--- config.mk ---
export PLATFORM = sky130hd
export DESIGN_NAME = code_entry_flat
export DESIGN_NICKNAME = d
export VERILOG_FILES = /design/src/rtl/lock_pkg.sv /design/src/rtl/code_entry_if.sv /design/src/rtl/code_entry_key_debounce.sv /design/src/rtl/code_entry.sv /design/src/flat_wrapper.sv
export SDC_FILE = /design/constraint.sdc
export NUM_CORES = 1
export LEC_CHECK = 0
export ABC_CLOCK_PERIOD_IN_PS = 1600
export CAP_MARGIN = 20
export CELL_PAD_IN_SITES_DETAIL_PLACEMENT = 0
export CELL_PAD_IN_SITES_GLOBAL_PLACEMENT = 1
export CORE_ASPECT_RATIO = 0.7
export CORE_MARGIN = 2
export CORE_UTILIZATION = 39
export CTS_CLUSTER_SIZE = 14
export DETAILED_ROUTE_END_ITERATION = 7
export PLACE_DENSITY_LB_ADDON = 0.1
export SETUP_SLACK_MARGIN = 0.15
export SLEW_MARGIN = 20
export SYNTH_ARGS = -nofsm -noshare
export SYNTH_HDL_FRONTEND = slang
export SYNTH_SLANG_ARGS = --single-unit
--- constraint.sdc ---
create_clock -name clk -period 1.6 [get_ports clk]
set_input_delay 0.16 -clock clk [delete_from_list [all_inputs] [get_ports clk]]
set_output_delay 0.16 -clock clk [all_outputs]
set_load 0.02 [all_outputs]
--- src/rtl/lock_pkg.sv ---
// Shared constants and encodings for the code-entry / lock datapath.
//   DIGIT_W     width of one entered digit
//   MAX_DIGIT   largest legal decimal digit; anything above is flagged
//   CODE_LEN    default number of digits per complete code
//   CNT_W       width of the per-code digit counter
//   out_state_t output register state (EMPTY: nothing held, FULL: digit held)
package lock_pkg;

    localparam int unsigned DIGIT_W   = 4;
    localparam int unsigned MAX_DIGIT = 9;
    localparam int unsigned CODE_LEN  = 6;
    localparam int unsigned CNT_W     = 3;

    typedef enum logic {
        EMPTY = 1'b0,
        FULL  = 1'b1
    } out_state_t;

endpackage

--- src/rtl/code_entry_if.sv ---
// Digit hand-off bus between code_entry and the downstream lock FSM.
//   digit/digit_err  captured digit and its >9 flag, qualified by digit_valid
//   digit_valid      a digit is held
//   digit_ready      downstream accepts the held digit this cycle
//   entry_cnt        digits transferred so far in the current code
//   code_done        one-cycle pulse after the last digit of a code transfers
//   overrun          sticky: a press was dropped while a digit was held
// Modports: master = code_entry, slave = downstream consumer.
interface code_entry_if;
    import lock_pkg::*;

    logic [DIGIT_W-1:0] digit;
    logic               digit_err;
    logic               digit_valid;
    logic               digit_ready;
    logic [CNT_W-1:0]   entry_cnt;
    logic               code_done;
    logic               overrun;

    modport master (
        output digit, digit_err, digit_valid, entry_cnt, code_done, overrun,
        input  digit_ready
    );

    modport slave (
        input  digit, digit_err, digit_valid, entry_cnt, code_done, overrun,
        output digit_ready
    );

endinterface

--- src/rtl/code_entry_key_debounce.sv ---
// key_debounce: two-flop synchronizers for the enter key and the digit
// switches, key debounce, and press detection.
//   clk, reset  system clock, async active-high reset
//   key_n, sw   raw asynchronous inputs
//   key_level   debounced key level (1 = released)
//   press       one-cycle strobe, debounced level fell 1->0
//   sw_cap      synchronized switches captured on the falling-level cycle
// Build option: CODE_ENTRY_DEBOUNCE_EN enables the debounce counter;
// without it the synchronized key is the debounced level.
module key_debounce #(
    parameter int unsigned DEBOUNCE_CYCLES = 16,
    parameter int unsigned SW_W            = 4
) (
    input  logic            clk,
    input  logic            reset,
    input  logic            key_n,
    input  logic [SW_W-1:0] sw,
    output logic            key_level,
    output logic            press,
    output logic [SW_W-1:0] sw_cap
);

    logic            key_s1, key_s2;
    logic [SW_W-1:0] sw_s1, sw_s2;
    logic            level_d;
    logic            fall_c;

`ifdef CODE_ENTRY_DEBOUNCE_EN
    localparam int unsigned CW = $clog2(DEBOUNCE_CYCLES + 1);

    logic [CW-1:0] cnt_q, cnt_d;

    // Accept a new level only after it has persisted; any bounce back restarts.
    always_comb begin
        cnt_d   = cnt_q;
        level_d = key_level;
        if (key_s2 == key_level) begin
            cnt_d = '0;
        end else if (cnt_q == CW'(DEBOUNCE_CYCLES - 1)) begin
            level_d = key_s2;
            cnt_d   = '0;
        end else begin
            cnt_d = cnt_q + CW'(1);
        end
    end

    always_ff @(posedge clk or posedge reset) begin
        if (reset) cnt_q <= '0;
        else       cnt_q <= cnt_d;
    end
`else
    assign level_d = key_s2;
`endif

    assign fall_c = key_level & ~level_d;

    // Synchronizers, debounced level, press strobe and switch capture.
    always_ff @(posedge clk or posedge reset) begin
        if (reset) begin
            key_s1    <= 1'b1;
            key_s2    <= 1'b1;
            sw_s1     <= '0;
            sw_s2     <= '0;
            key_level <= 1'b1;
            press     <= 1'b0;
            sw_cap    <= '0;
        end else begin
            key_s1    <= key_n;
            key_s2    <= key_s1;
            sw_s1     <= sw;
            sw_s2     <= sw_s1;
            key_level <= level_d;
            press     <= fall_c;
            if (fall_c) sw_cap <= sw_s2;
        end
    end

endmodule

--- src/rtl/code_entry.sv ---
// code_entry: turns debounced key presses into digits held on a
// valid/ready bus, counts digits per code and flags dropped presses.
//   clk, reset  system clock, async active-high reset
//   key_n       raw active-low enter button
//   sw          raw 4-bit digit switches
//   bus         code_entry_if.master digit hand-off (see interface)
// Build option: CODE_ENTRY_DEBOUNCE_EN (passed through to key_debounce).
module code_entry
    import lock_pkg::*;
#(
    parameter int unsigned DEBOUNCE_CYCLES = 16,
    parameter int unsigned CODE_LEN        = lock_pkg::CODE_LEN
) (
    input  logic               clk,
    input  logic               reset,
    input  logic               key_n,
    input  logic [DIGIT_W-1:0] sw,
    code_entry_if.master       bus
);

    logic               key_level;
    logic               press;
    logic [DIGIT_W-1:0] sw_cap;

    out_state_t         state_q, state_d;
    logic [DIGIT_W-1:0] digit_q, digit_d;
    logic               err_q, err_d;
    logic [CNT_W-1:0]   cnt_q, cnt_d;
    logic               done_q, done_d;
    logic               ovr_q, ovr_d;
    logic               xfer_c;

    key_debounce #(
        .DEBOUNCE_CYCLES (DEBOUNCE_CYCLES),
        .SW_W            (DIGIT_W)
    ) u_key (
        .clk       (clk),
        .reset     (reset),
        .key_n     (key_n),
        .sw        (sw),
        .key_level (key_level),
        .press     (press),
        .sw_cap    (sw_cap)
    );

    assign xfer_c = (state_q == FULL) & bus.digit_ready;

    // Output register state machine and per-code digit counter.
    always_comb begin
        state_d = state_q;
        digit_d = digit_q;
        err_d   = err_q;
        cnt_d   = cnt_q;
        done_d  = 1'b0;
        ovr_d   = ovr_q;

        case (state_q)
            EMPTY: begin
                if (press) begin
                    state_d = FULL;
                    digit_d = sw_cap;
                    err_d   = (sw_cap > DIGIT_W'(MAX_DIGIT));
                end
            end
            FULL: begin
                if (press && xfer_c) begin
                    digit_d = sw_cap;
                    err_d   = (sw_cap > DIGIT_W'(MAX_DIGIT));
                end else if (press) begin
                    ovr_d = 1'b1;
                end else if (xfer_c) begin
                    state_d = EMPTY;
                end
            end
            default: state_d = EMPTY;
        endcase

        // Error digits count toward the code like any other digit.
        if (xfer_c) begin
            if (cnt_q == CNT_W'(CODE_LEN - 1)) begin
                cnt_d  = '0;
                done_d = 1'b1;
            end else begin
                cnt_d = cnt_q + CNT_W'(1);
            end
        end
    end

    always_ff @(posedge clk or posedge reset) begin
        if (reset) begin
            state_q <= EMPTY;
            digit_q <= '0;
            err_q   <= 1'b0;
            cnt_q   <= '0;
            done_q  <= 1'b0;
            ovr_q   <= 1'b0;
        end else begin
            state_q <= state_d;
            digit_q <= digit_d;
            err_q   <= err_d;
            cnt_q   <= cnt_d;
            done_q  <= done_d;
            ovr_q   <= ovr_d;
        end
    end

    assign bus.digit       = digit_q;
    assign bus.digit_err   = err_q;
    assign bus.digit_valid = (state_q == FULL);
    assign bus.entry_cnt   = cnt_q;
    assign bus.code_done   = done_q;
    assign bus.overrun     = ovr_q;

endmodule

--- src/flat_wrapper.sv ---
// flat-port wrapper written by rule: the top's interface ports become plain ports
module code_entry_flat import lock_pkg::*;
#(
    parameter int unsigned DEBOUNCE_CYCLES = 16,
    parameter int unsigned CODE_LEN        = lock_pkg::CODE_LEN
)
  (clk, reset, key_n, sw, bus_digit, bus_digit_err, bus_digit_valid, bus_entry_cnt, bus_code_done, bus_overrun, bus_digit_ready);
  code_entry_if bus_i ();
  input  logic clk;
  input  logic reset;
  input  logic key_n;
  input  logic [DIGIT_W-1:0] sw;
  output wire logic [$bits(bus_i.digit)-1:0] bus_digit;
  output wire logic [$bits(bus_i.digit_err)-1:0] bus_digit_err;
  output wire logic [$bits(bus_i.digit_valid)-1:0] bus_digit_valid;
  output wire logic [$bits(bus_i.entry_cnt)-1:0] bus_entry_cnt;
  output wire logic [$bits(bus_i.code_done)-1:0] bus_code_done;
  output wire logic [$bits(bus_i.overrun)-1:0] bus_overrun;
  input wire logic [$bits(bus_i.digit_ready)-1:0] bus_digit_ready;
  assign bus_digit = bus_i.digit;
  assign bus_digit_err = bus_i.digit_err;
  assign bus_digit_valid = bus_i.digit_valid;
  assign bus_entry_cnt = bus_i.entry_cnt;
  assign bus_code_done = bus_i.code_done;
  assign bus_overrun = bus_i.overrun;
  assign bus_i.digit_ready = bus_digit_ready;
  code_entry #(.DEBOUNCE_CYCLES(DEBOUNCE_CYCLES), .CODE_LEN(CODE_LEN)) u_core (.clk(clk), .reset(reset), .key_n(key_n), .sw(sw), .bus(bus_i));
endmodule
### Word level (Yosys, flattened, before mapping)

Index checks and enable logic that the tools add are counted.

* register bits after elaboration: 27
* input port bits: 8
* output and inout port bits: 11
* word-level logic and storage cells: 40

* $add $sub $neg: 1
* magnitude comparators: 1
* equality and inequality tests: 3
* mux-type cells: 14
* bitwise operators: 5
* reductions and logical operators: 3

Operator list (number)
* 1-bit two-way mux: 8
* 4-bit two-way mux: 2
* 4-bit one-hot mux with 2 select lines: 1
* 4-bit > comparator, second input constant: 1
* 2-bit inequality test, second input constant: 2
* 1-bit one-hot mux with 2 select lines: 2
* 3-bit by 1-bit adder with 3-bit output, second input constant: 1
* 3-bit == test, second input constant: 1
* 3-bit two-way mux: 1
* 1-bit inverter: 3
* 3-bit AND reduction: 1
* 1-bit AND: 2
* 2-bit AND reduction: 1
* 1-bit logical AND: 1

### Logic depth before layout (Yosys ltp)

Gate-level depths: netlist (run 1).

* depth after elaboration: 5
* gate-level depth with buffers: 3
* mapped depth without buffers: 3

### Cells and area by module

A second synthesis (run 1) with hierarchy kept.

* cell total of the unflattened synthesis: 56
* area total of the unflattened synthesis: 943.4 sq um

By module, submodules not included
* key_debounce: instances 1, cells an instance 23, area an instance 493.0 sq um, sequential area each 404.1 sq um
* code_entry: instances 1, cells an instance 33, area an instance 450.4 sq um, sequential area each 275.3 sq um

### Worst setup path after synthesis (run 1)

No wires, ideal clock.

* kind: register to register
* from: register u_core.u_key.key_level
* to: register u_core.u_key.sw_cap[0]
* library setup time: 125 ps
* data arrival time: 1069 ps
* data required time: 1475 ps
* path slack: 406 ps
* stages on the path, launching flop included: 4
* path buffers: 1
* clock period less this slack: 1194 ps
* path through: dfstp_2 > nor2b_1 > clkbuf_2 > mux2_2

* longest elaborated chain between the ends: 1

Ends and longest elaborated chain
* from (decl): RTL line code_entry_key_debounce.sv:18 `output logic key_level,`
* from (signal assigned): RTL line code_entry_key_debounce.sv:72 `key_level <= level_d;`
* 1-bit AND: RTL line code_entry_key_debounce.sv:55 `assign fall_c = key_level & ~level_d;`
* net u_core.u_key.fall_c: RTL line code_entry_key_debounce.sv:26 `logic fall_c;`
* to (signal assigned): RTL line code_entry_key_debounce.sv:74 `if (fall_c) sw_cap <= sw_s2;`
* to (decl): RTL line code_entry_key_debounce.sv:20 `output logic [SW_W-1:0] sw_cap`

The timed path passes the listed nets, and every way through them passes these cells.
A chain may end at the register's enable or synchronous reset.

### Final worst setup path (run 1)

* from: register u_core.u_key.key_level
* to: register u_core.u_key.sw_cap[0]

* longest elaborated chain between the ends: 1

Ends and longest elaborated chain (RTL line)
* 1-bit AND: code_entry_key_debounce.sv:55

No other way between the ends.

==> results of run 1 <==
## metal layers
metal,GRT usage (%),routed length [um],up-vias
met4,2.55,0,0
met5,0,0,-
met2,15.2,501,15
met1,15.0,608,222
li1,-,-,227
met3,5.26,81,0
## cell type report
cell class,instances,area [um^2],share of cell area (%)
multi-input cells,24,215,18.7
clock buffers,3,22.5,1.96
clock inverters,1,5.00,0.435
well taps,32,40.0,3.48
flip-flops and latches,27,679,59.0
repair buffers,19,178,15.4
inverters,3,11.3,0.978
## cells in the final DEF, fill, tap and decap left out
master,count
a21o_1,1
buf_4,1
clkbuf_4,3
clkdlybuf4s50_1,7
clkinv_2,1
dfrtp_1,24
dfstp_2,3
dlygate4sd2_1,10
dlymetal6s2s_1,1
inv_1,3
mux2_2,4
mux2_4,4
mux2i_1,1
nand2_1,3
nand2_4,1
nand2b_1,1
nand2b_4,1
nand3_1,1
nor2b_1,1
nor3_1,1
nor3b_1,1
o21ai_0,2
o21bai_1,1
xnor2_1,1
## worst paths after layout
path	startpoint	end	slack, ps	depth (start not counted)
hold reg to reg	u_core.u_key.sw_s1[1]	u_core.u_key.sw_s2[1]	370	0
hold / removal	reset	u_core.u_key.sw_s1[2]	180	3
max in group asynchronous	reset	u_core.u_key.key_s1	1130	3
min in group clk	key_n	u_core.u_key.key_s1	220	1
setup / recovery	u_core.u_key.key_level	u_core.u_key.sw_cap[0]	270	2
setup reg to reg	u_core.u_key.key_level	u_core.u_key.sw_cap[0]	270	2
## power groups by stage
stage | Sequential (W) | Clock (W) | Combinational (W)
final | 0.000863 | 0.000285 | 0.000358
after global routing | 0.000881 | 0.000325 | 0.000389
after CTS | 0.000865 | 0.000307 | 0.000365
after detailed placement | 0.000882 | 0 | 0.000418
after global placement | 0.000880 | 0 | 0.000413
after floorplan | 0.000965 | 0 | 0.000133
## timing repair
item | CTS | global route
gates resized for setup | 10 | 1
setup endpoints to repair | 10 | 1
hold endpoints to repair | 0 | 0
setup buffers | 0 | 0
## logic make-up (layout without fill, tap and decap cells)
kind of cell | after synthesis | after routing
mux | 9 | 9
simple gates | 10 | 10
flops | 27 | 27
compound gates | 4 | 4
buf+inv | 4 | 26
xor+xnor | 1 | 1
## registers in the layout, indices dropped and copies added (netlist names)
| register | flops |
|---|---|
| u_core.bus.code_done | 1 |
| u_core.bus.digit | 4 |
| u_core.bus.digit_err | 1 |
| u_core.bus.digit_valid | 1 |
| u_core.bus.entry_cnt | 3 |
| u_core.bus.overrun | 1 |
| u_core.u_key.key_level | 1 |
| u_core.u_key.key_s1 | 1 |
| u_core.u_key.key_s2 | 1 |
| u_core.u_key.press | 1 |
| u_core.u_key.sw_cap | 4 |
| u_core.u_key.sw_s1 | 4 |
| u_core.u_key.sw_s2 | 4 |
## stage by stage
step                      std cells  area (um^2)
after CTS                       109         1150
after detailed placement        105         1130
final                           109         1150
after global routing            109         1150
after floorplan                  55          911
after global placement          105         1130
## worst max-delay path, stage by stage, from the launching register on
cell,delay [ps]
dfstp_2,530
nor2b_1,320
mux2_2,380
==> results.sh, run 1 <==
export IMPL_status="completed"
export IMPL_initial_utilization_pct=41.9
export IMPL_viasPerCell=4.26
export IMPL_cts_made_buffers=3
export IMPL_die_h_um=44.4
export IMPL_track_usage_pct=10.7
export IMPL_switchingPower_w=0.000442
export IMPL_worst_pin_slew_ps=359
export IMPL_cts_sinks=27
export IMPL_ir_drop_mv=0.591
export IMPL_synth_edff_count=0
export IMPL_synthTopCellsByArea="dfrtp_1 (66%), dfstp_2 (8.7%), mux2_4 (6.6%)"
export IMPL_clockBufferDepth=2
export IMPL_setup_ws_ps=273
export IMPL_dr_pass1_iters=3
export IMPL_final_min_clock_period_ps=1330
export IMPL_finalHoldViolations=0
export IMPL_synthArstFlopShare_pct=100
export IMPL_netlist_area_leader_share_pct=65.9
export IMPL_rows=14
export IMPL_fp_dieArea_um2=2740
export IMPL_finClkSkew_ps=3.38
export IMPL_yosys_area_share_simple_pct=7.28
export IMPL_holdCritPathClass="input port to asynchronous set/reset pin"
export IMPL_syn_inst=55
export IMPL_antenna_found_initial=0
export IMPL_start_kind="register"
export IMPL_powerDensity_nw_per_um2=1310
export IMPL_synth_xor_area_share_pct=0.962
export IMPL_post_route_drc_count=0
export IMPL_fin_tns_setup_ps=0
export IMPL_htreeDepth=1
export IMPL_leakagePower_nw=0.560
export IMPL_syn_to_final_growth_pct=26.4
export IMPL_yosys_area_share_adder_pct=0
export IMPL_routedWlPerCell_um=10.9
export IMPL_criticalPathCategory="register to register"
export IMPL_fmax_ghz=0.754
export IMPL_switching_share_pct=29.4
export IMPL_fin_util_pct=53.0
export IMPL_drive_gt1_share_pct=23.4
export IMPL_die_x_um=61.8
export IMPL_syn_area_um2=911
export IMPL_synth_area_mux_share_pct=12.6
export IMPL_rsz0062_at_grt="no"
export IMPL_ant_nets=0
export IMPL_comb_power_share_pct=23.8
export IMPL_cap_violations=0
export IMPL_period_share_pct=82.9
export IMPL_num_io_pins=19
export IMPL_final_max_slew_viol_count=0
export IMPL_finalPower_w=0.00151
export IMPL_vias=464
export IMPL_coreArea_um2=2170
export IMPL_grt_pass1_wl_um=2100
export IMPL_port_buffer_count=18
export IMPL_nFillCells=188
export IMPL_ys_seq_elements=27
export IMPL_cts_hold_fix_buffers=0
export IMPL_clk_latency_ps=320
export IMPL_grt_max_degree=28
export IMPL_fin_nets=86
export IMPL_grt_overflow=0
export IMPL_insertedDiodeCount=0
export IMPL_cts_tree="yes"
export IMPL_syn_num_nets=63
export IMPL_avgSynthCellArea_um2=16.6
export IMPL_clkTransAtPathRegs_ps=140
export IMPL_clkPwrFrac_pct=18.9
export IMPL_finalSetupViolations=0
export IMPL_ys_warn_count=0
export IMPL_drt_total_wl_um=1190
export IMPL_synth_compound_area_share_pct=2.75
export IMPL_crit_arrival_ps=1550
export IMPL_cp_required_ps=1820
export IMPL_yosysUniqueCellTypes=19
export IMPL_p_int_w=0.00106
export IMPL_path_max_fanout=5
export IMPL_grt_pass1_vias=470
export IMPL_slew_headroom_pct=76.0
export IMPL_yosysMostFrequentCell="dfrtp_1"
export IMPL_seq_area_frac_synth_pct=74.6
export IMPL_ys_top_cells_by_count="dfrtp_1 (24), mux2_2 (4), mux2_4 (4)"
export IMPL_synth_top_family_by_area="multiplexers"
export IMPL_synth_top_cell_by_area="dfrtp_1"
export IMPL_drt_iter0_drc=8
export IMPL_whs_ps=185
export IMPL_synthFlopType="dfrtp_1"
export IMPL_pre_cts_ws_ps=258
export IMPL_root_buffer="clkbuf_4"
export IMPL_hpwl_um=845
export IMPL_globalplace_congestion=0.658
export IMPL_end_kind="register"
export IMPL_p_seq_share_pct=57.3
Power figures use the tool's default switching activity.
==> inputs of run 2 (changes only) <==
--- a/config.mk
+++ b/config.mk
@@ -5,13 +5,13 @@
 export SDC_FILE = /design/constraint.sdc
 export NUM_CORES = 1
 export LEC_CHECK = 0
-export ABC_CLOCK_PERIOD_IN_PS = 1600
+export ABC_CLOCK_PERIOD_IN_PS = 1100
 export CAP_MARGIN = 20
 export CELL_PAD_IN_SITES_DETAIL_PLACEMENT = 0
 export CELL_PAD_IN_SITES_GLOBAL_PLACEMENT = 1
 export CORE_ASPECT_RATIO = 0.7
 export CORE_MARGIN = 2
-export CORE_UTILIZATION = 39
+export CORE_UTILIZATION = 36
 export CTS_CLUSTER_SIZE = 14
 export DETAILED_ROUTE_END_ITERATION = 7
 export PLACE_DENSITY_LB_ADDON = 0.1
==> constraint.sdc (replaced) <==
create_clock -name clk -period 1.1 [get_ports clk]
set_input_delay 0.11 -clock clk [delete_from_list [all_inputs] [get_ports clk]]
set_output_delay 0.11 -clock clk [all_outputs]
set_load 0.02 [all_outputs]
==> run 2 against run 1 <==
Net effect:
- the flow now finishes with violations (setup timing)
- clock power is 44% higher
- hold slack worse by 85 ps
- combinational power grew to 2.6 times the previous value
- non-clock buffer count is 17 higher
- critical path depth is 1 higher
- cell count is 17% higher
- largest cell class unchanged
- highest routed layer is now met4
==> results.sh, run 2 (synthesized netlist as in run 1, its figures left out) <==
export IMPL_finalHoldViolations=0
export IMPL_drt_total_wl_um=1510
export IMPL_placed_area_um2=1210
export IMPL_status="finished, violations left"
export IMPL_cts_made_buffers=3
export IMPL_track_usage_pct=11.9
export IMPL_worst_pin_slew_ps=196
export IMPL_routedWlPerCell_um=11.8
export IMPL_drt_iter0_drc=8
export IMPL_root_buffer="clkbuf_4"
export IMPL_dr_pass1_iters=2
export IMPL_rr_endpoint="u_core.u_key.sw_cap[0]"
export IMPL_timing_rr_start="u_core.u_key.key_level"
export IMPL_path_max_fanout=5
export IMPL_final_common_cell="dfrtp_1"
export IMPL_clkTransAtPathRegs_ps=130
export IMPL_setup_worst_path_start="u_core.u_key.key_level"
export IMPL_critical_path_slowest_cell="dfstp_2"
export IMPL_path_delay_family="flip-flops"
export IMPL_clockBufferDepth=2
export IMPL_ir_drop_mv=0.830
export IMPL_viasPerCell=4.32
export IMPL_fmax_ghz=0.829
export IMPL_powerDensity_nw_per_um2=1880
export IMPL_post_route_drc_count=0
export IMPL_placed_cells=113
export IMPL_clk_latency_ps=320
export IMPL_cpPeakStageDelay_ps=540
export IMPL_die_x_um=64.1
export IMPL_cp_required_ps=1320
export IMPL_grtUsageMet3_pct=4.65
export IMPL_criticalPathCategory="register to register"
export IMPL_ff2ff_setup_slack_ps=-110
export IMPL_start_kind="register"
export IMPL_end_kind="register"
export IMPL_antenna_found_initial=0
export IMPL_fin_area_um2=1390
export IMPL_setup_ws_ps=-107
export IMPL_path_cells="nor2b_1, buf_4, mux2_4"
export IMPL_rsz0062_at_grt="yes"
export IMPL_ant_nets=0
export IMPL_initial_utilization_pct=37.3
export IMPL_fin_util_pct=56.9
export IMPL_grtUsageMet1_pct=14.4
export IMPL_crit_cells=3
export IMPL_final_cell_mix="dfrtp_1 (23), buf_6 (17), buf_4 (11)"
export IMPL_num_io_pins=19
export IMPL_worst_path_buf_inv=1
export IMPL_cts_hold_fix_buffers=0
export IMPL_finalSetupViolations=8
export IMPL_crit_end="u_core.u_key.sw_cap[0]"
export IMPL_grt_pass1_vias=518
export IMPL_fp_dieArea_um2=2950
export IMPL_worst_r2r_path_depth=3
export IMPL_final_min_clock_period_ps=1210
export IMPL_final_max_slew_viol_count=0
export IMPL_insertedDiodeCount=0
export IMPL_slew_headroom_pct=87.0
export IMPL_grt_max_degree=28
export IMPL_finClkSkew_ps=1.51
export IMPL_met2_usage_pct=19.0
export IMPL_htreeDepth=1
export IMPL_cap_violations=0
export IMPL_failed_checks="setup timing"
export IMPL_syn_to_final_growth_pct=52.5
export IMPL_rows=15
export IMPL_finalPower_w=0.00262
export IMPL_period_share_pct=110
export IMPL_vias=553
export IMPL_globalplace_congestion=0.644
export IMPL_grt_busiest_layer="met2"
export IMPL_port_buffer_count=18
export IMPL_hpwl_um=959
export IMPL_cts_tree="yes"
export IMPL_leakagePower_nw=0.658
export IMPL_fin_cells=128
export IMPL_drive_gt1_share_pct=53.2
export IMPL_fin_nets=103
export IMPL_cts_sinks=27
export IMPL_holdCritPathClass="input port to asynchronous set/reset pin"
export IMPL_grt_pass1_wl_um=2460
export IMPL_die_h_um=46.1
export IMPL_grt_overflow=0
export IMPL_crit_arrival_ps=1430
export IMPL_coreArea_um2=2440
export IMPL_whs_ps=99.7
==> run 2: cell count changes in the layout (fill, tap and decap cells not counted), moves of 4 or more <==
cell           before  now
dlygate4sd2_1      10    0
mux2_2              4    0
buf_4               1   11
buf_6               0   17
mux2_4              4    8
==> run 2: routing by layer <==
layer,up-vias,share of wire (%)
met5,-,0
met4,0,2.2
met3,5,6.0
met2,15,48
met1,275,43
li1,258,-
==> run 2: metrics by stage <==
stage,setup WS [ps],setup TNS [ps]
6_report,-107,-556
5_1_grt,-160,-885
4_1_cts,-114,-488
2_1_floorplan,-81.9,-328
3_5_place_dp,-173,-1340
3_3_place_gp,-156,-1140
==> run 2: where the power goes <==
part / switching, W / leakage [nW] / internal, W / total [W]
logic: 0.000372 / 0.327 / 0.000574 / 0.000947
clock network: 0.000269 / 0.0150 / 0.000142 / 0.000411
registers: 0.000107 / 0.316 / 0.00115 / 0.00126
==> run 2: tightest hold or removal path, cell delays in order <==
cell and delay, ps:
clkdlybuf4s50_1 390, inv_1 90, buf_12 190
==> run 2: worst min-delay path by stage <==
stage                                startpoint                     end  slack [ps]  depth (start not counted)
after global routing                      reset  u_core.u_key.sw_cap[0]          90                          3
after CTS                                 reset  u_core.u_key.sw_cap[2]          90                          3
after global placement    u_core.u_key.sw_s1[2]   u_core.u_key.sw_s2[2]         330                          0
after detailed placement  u_core.u_key.sw_s1[2]   u_core.u_key.sw_s2[2]         330                          0
final                                     reset   u_core.u_key.sw_s2[0]         100                          3
after floorplan                           key_n     u_core.u_key.key_s1         110                          0
==> run 2: area by class of cell <==
| class | instances | area (um^2) |
|---|---|---|
| inverters | 3 | 11.3 |
| well taps | 34 | 42.5 |
| clock buffers | 4 | 26.3 |
| multi-input cells | 24 | 264 |
| repair buffers | 36 | 364 |
| fillers | 210 | 1050 |
| flip-flops and latches | 27 | 681 |
==> run 2: timing repair <==
action | 4_1_cts | 5_1_grt
buffers inserted | 8 | 3
pin swaps | 4 | 4
gates resized for setup | 72 | 7
endpoints found under the setup margin | 23 | 26
==> inputs of run 3 (changes only) <==
--- a/config.mk
+++ b/config.mk
@@ -20,3 +20,4 @@
 export SYNTH_ARGS = -nofsm -noshare
 export SYNTH_HDL_FRONTEND = slang
 export SYNTH_SLANG_ARGS = --single-unit
+export TNS_END_PERCENT = 20
==> run 3 against run 2 <==
Net effect:
- the run still ends with setup timing left
- sequential power barely moved
- global-route usage down 2.7 points
- count of clock-buffer cells in the layout is the same
- wire length down 23%
- clock skew is 5.0 ps higher
- critical path depth stayed put
- utilization shrank 3.4 points
- combinational power fell by 15%
- power fell by 5.6%
- largest cell class unchanged
==> results.sh, run 3 (synthesized netlist as in run 1, its figures left out) <==
export IMPL_status="finished, violations left"
export IMPL_failed_checks="setup timing"
export IMPL_switchingPower_w=0.000700
export IMPL_holdCritPathClass="input port to asynchronous set/reset pin"
export IMPL_root_buffer="clkbuf_4"
export IMPL_cpPeakStageDelay_ps=540
export IMPL_setup_ws_ps=-80.0
export IMPL_port_buffer_count=18
export IMPL_insertedDiodeCount=0
export IMPL_fin_tns_setup_ps=-316
export IMPL_critical_path_slowest_cell="dfstp_2"
export IMPL_regArea_um2=679
export IMPL_rsz0062_at_grt="yes"
export IMPL_cts_made_buffers=3
export IMPL_finClkSkew_ps=6.54
export IMPL_p_seq_share_pct=51.1
export IMPL_hpwl_um=831
export IMPL_final_max_slew_viol_count=0
export IMPL_ant_nets=0
export IMPL_fmax_ghz=0.847
export IMPL_htreeDepth=1
export IMPL_path_max_fanout=5
export IMPL_grt_pass1_vias=442
export IMPL_worst_pin_slew_ps=166
export IMPL_drt_iter0_drc=7
export IMPL_track_usage_pct=9.20
export IMPL_clkTransAtPathRegs_ps=130
export IMPL_clk_latency_ps=310
export IMPL_clkPwrFrac_pct=16.4
export IMPL_dr_pass1_iters=2
export IMPL_p_int_w=0.00177
export IMPL_powerDensity_nw_per_um2=1890
export IMPL_syn_to_final_growth_pct=43.3
export IMPL_leakagePower_nw=0.621
export IMPL_path_cells="nor2b_4, buf_6, mux2_4"
export IMPL_slew_headroom_pct=88.9
export IMPL_criticalPathCategory="register to register"
export IMPL_switching_share_pct=28.3
export IMPL_final_common_cell="dfrtp_1"
export IMPL_comb_power_share_pct=32.5
export IMPL_grt_max_degree=28
export IMPL_vias=487
export IMPL_fp_dieArea_um2=2950
export IMPL_rows=15
export IMPL_finalPower_w=0.00247
export IMPL_period_share_pct=107
export IMPL_finalSetupViolations=4
export IMPL_antenna_found_initial=0
export IMPL_routedWlPerCell_um=9.64
export IMPL_die_h_um=46.1
export IMPL_drive_gt1_share_pct=46.5
export IMPL_initial_utilization_pct=37.3
export IMPL_cts_sinks=27
export IMPL_final_cell_mix="dfrtp_1 (24), buf_6 (14), mux2_4 (8)"
export IMPL_grt_overflow=0
export IMPL_final_min_clock_period_ps=1180
export IMPL_cts_tree="yes"
export IMPL_fin_nets=95
export IMPL_grt_pass1_wl_um=1950
export IMPL_finalHoldViolations=0
export IMPL_end_kind="register"
export IMPL_ir_drop_mv=0.863
export IMPL_cap_violations=0
export IMPL_globalplace_congestion=0.659
export IMPL_crit_arrival_ps=1390
export IMPL_die_x_um=64.1
export IMPL_start_kind="register"
export IMPL_drt_total_wl_um=1160
export IMPL_clockBufferDepth=2
export IMPL_whs_ps=104
export IMPL_cts_hold_fix_buffers=0
export IMPL_viasPerCell=4.06
export IMPL_nFillCells=208
export IMPL_cp_required_ps=1310
export IMPL_multiInputGateArea_um2=255
export IMPL_num_io_pins=19
export IMPL_post_route_drc_count=0
export IMPL_coreArea_um2=2440
export IMPL_pre_cts_ws_ps=-131
-- run 3: per-layer routing --
metal / track usage, % / vias up / part of all wire, % / wire length, um
li1: - / 244 / - / -
met3: 5.13 / 2 / 6.6 / 76
met4: 2.55 / 0 / 0.78 / 9
met2: 13.1 / 15 / 40 / 467
met1: 12.2 / 226 / 52 / 604
met5: 0 / - / 0 / 0
-- run 3: path summary, 6_finish.rpt --
kind / start / end / slack, ps / cells past startpoint
max in group asynchronous: reset / u_core.u_key.key_level / 770 / 3
min in group clk: key_n / u_core.u_key.key_s1 / 180 / 1
hold reg to reg: u_core.u_key.sw_s1[0] / u_core.u_key.sw_s2[0] / 360 / 0
setup / recovery: u_core.u_key.key_level / u_core.u_key.sw_cap[0] / -80 / 3
setup reg to reg: u_core.u_key.key_level / u_core.u_key.sw_cap[0] / -80 / 3
hold / removal: reset / u_core.bus.entry_cnt[1] / 100 / 3
-- run 3: metrics by stage --
step | util, % | cell area (um^2) | instances
floorplan | - | 928 | 55
global placement | 49.8 | 1220 | 114
detailed placement | 49.8 | 1220 | 114
CTS | 52.7 | 1280 | 120
global route | 53.5 | 1310 | 120
finish | 53.5 | 1310 | 120
-- run 3: power groups by stage --
stage               combinational [W]  sequential (W)  clock [W]
floorplan                    0.000208         0.00140          0
global placement             0.000714         0.00126          0
detailed placement           0.000717         0.00126          0
CTS                          0.000788         0.00126   0.000421
global route                 0.000850         0.00129   0.000461
finish                       0.000803         0.00126   0.000404
-- run 3: final cells by class --
| class | count | area share, % |
|---|---|---|
| clock buffers | 4 | 2.01 |
| inverters | 3 | 0.863 |
| multi-input cells | 24 | 19.6 |
| flip-flops and latches | 27 | 52.1 |
| well taps | 34 | 3.26 |
| repair buffers | 28 | 22.2 |
-- run 3: critical path, delay by kind of cell (launching register included) --
kind / cells / cell delay, ps
buffers and inverters: 1 / 120
flip-flops: 1 / 540
multiplexers: 1 / 290
AND/OR/NAND/NOR: 1 / 120
-- run 3: what timing repair did --
action / in CTS / in global routing
gates resized for setup: 68 / 5
pin swaps: 1 / 0
endpoints found under the setup margin: 23 / 22
setup buffers: 2 / 0
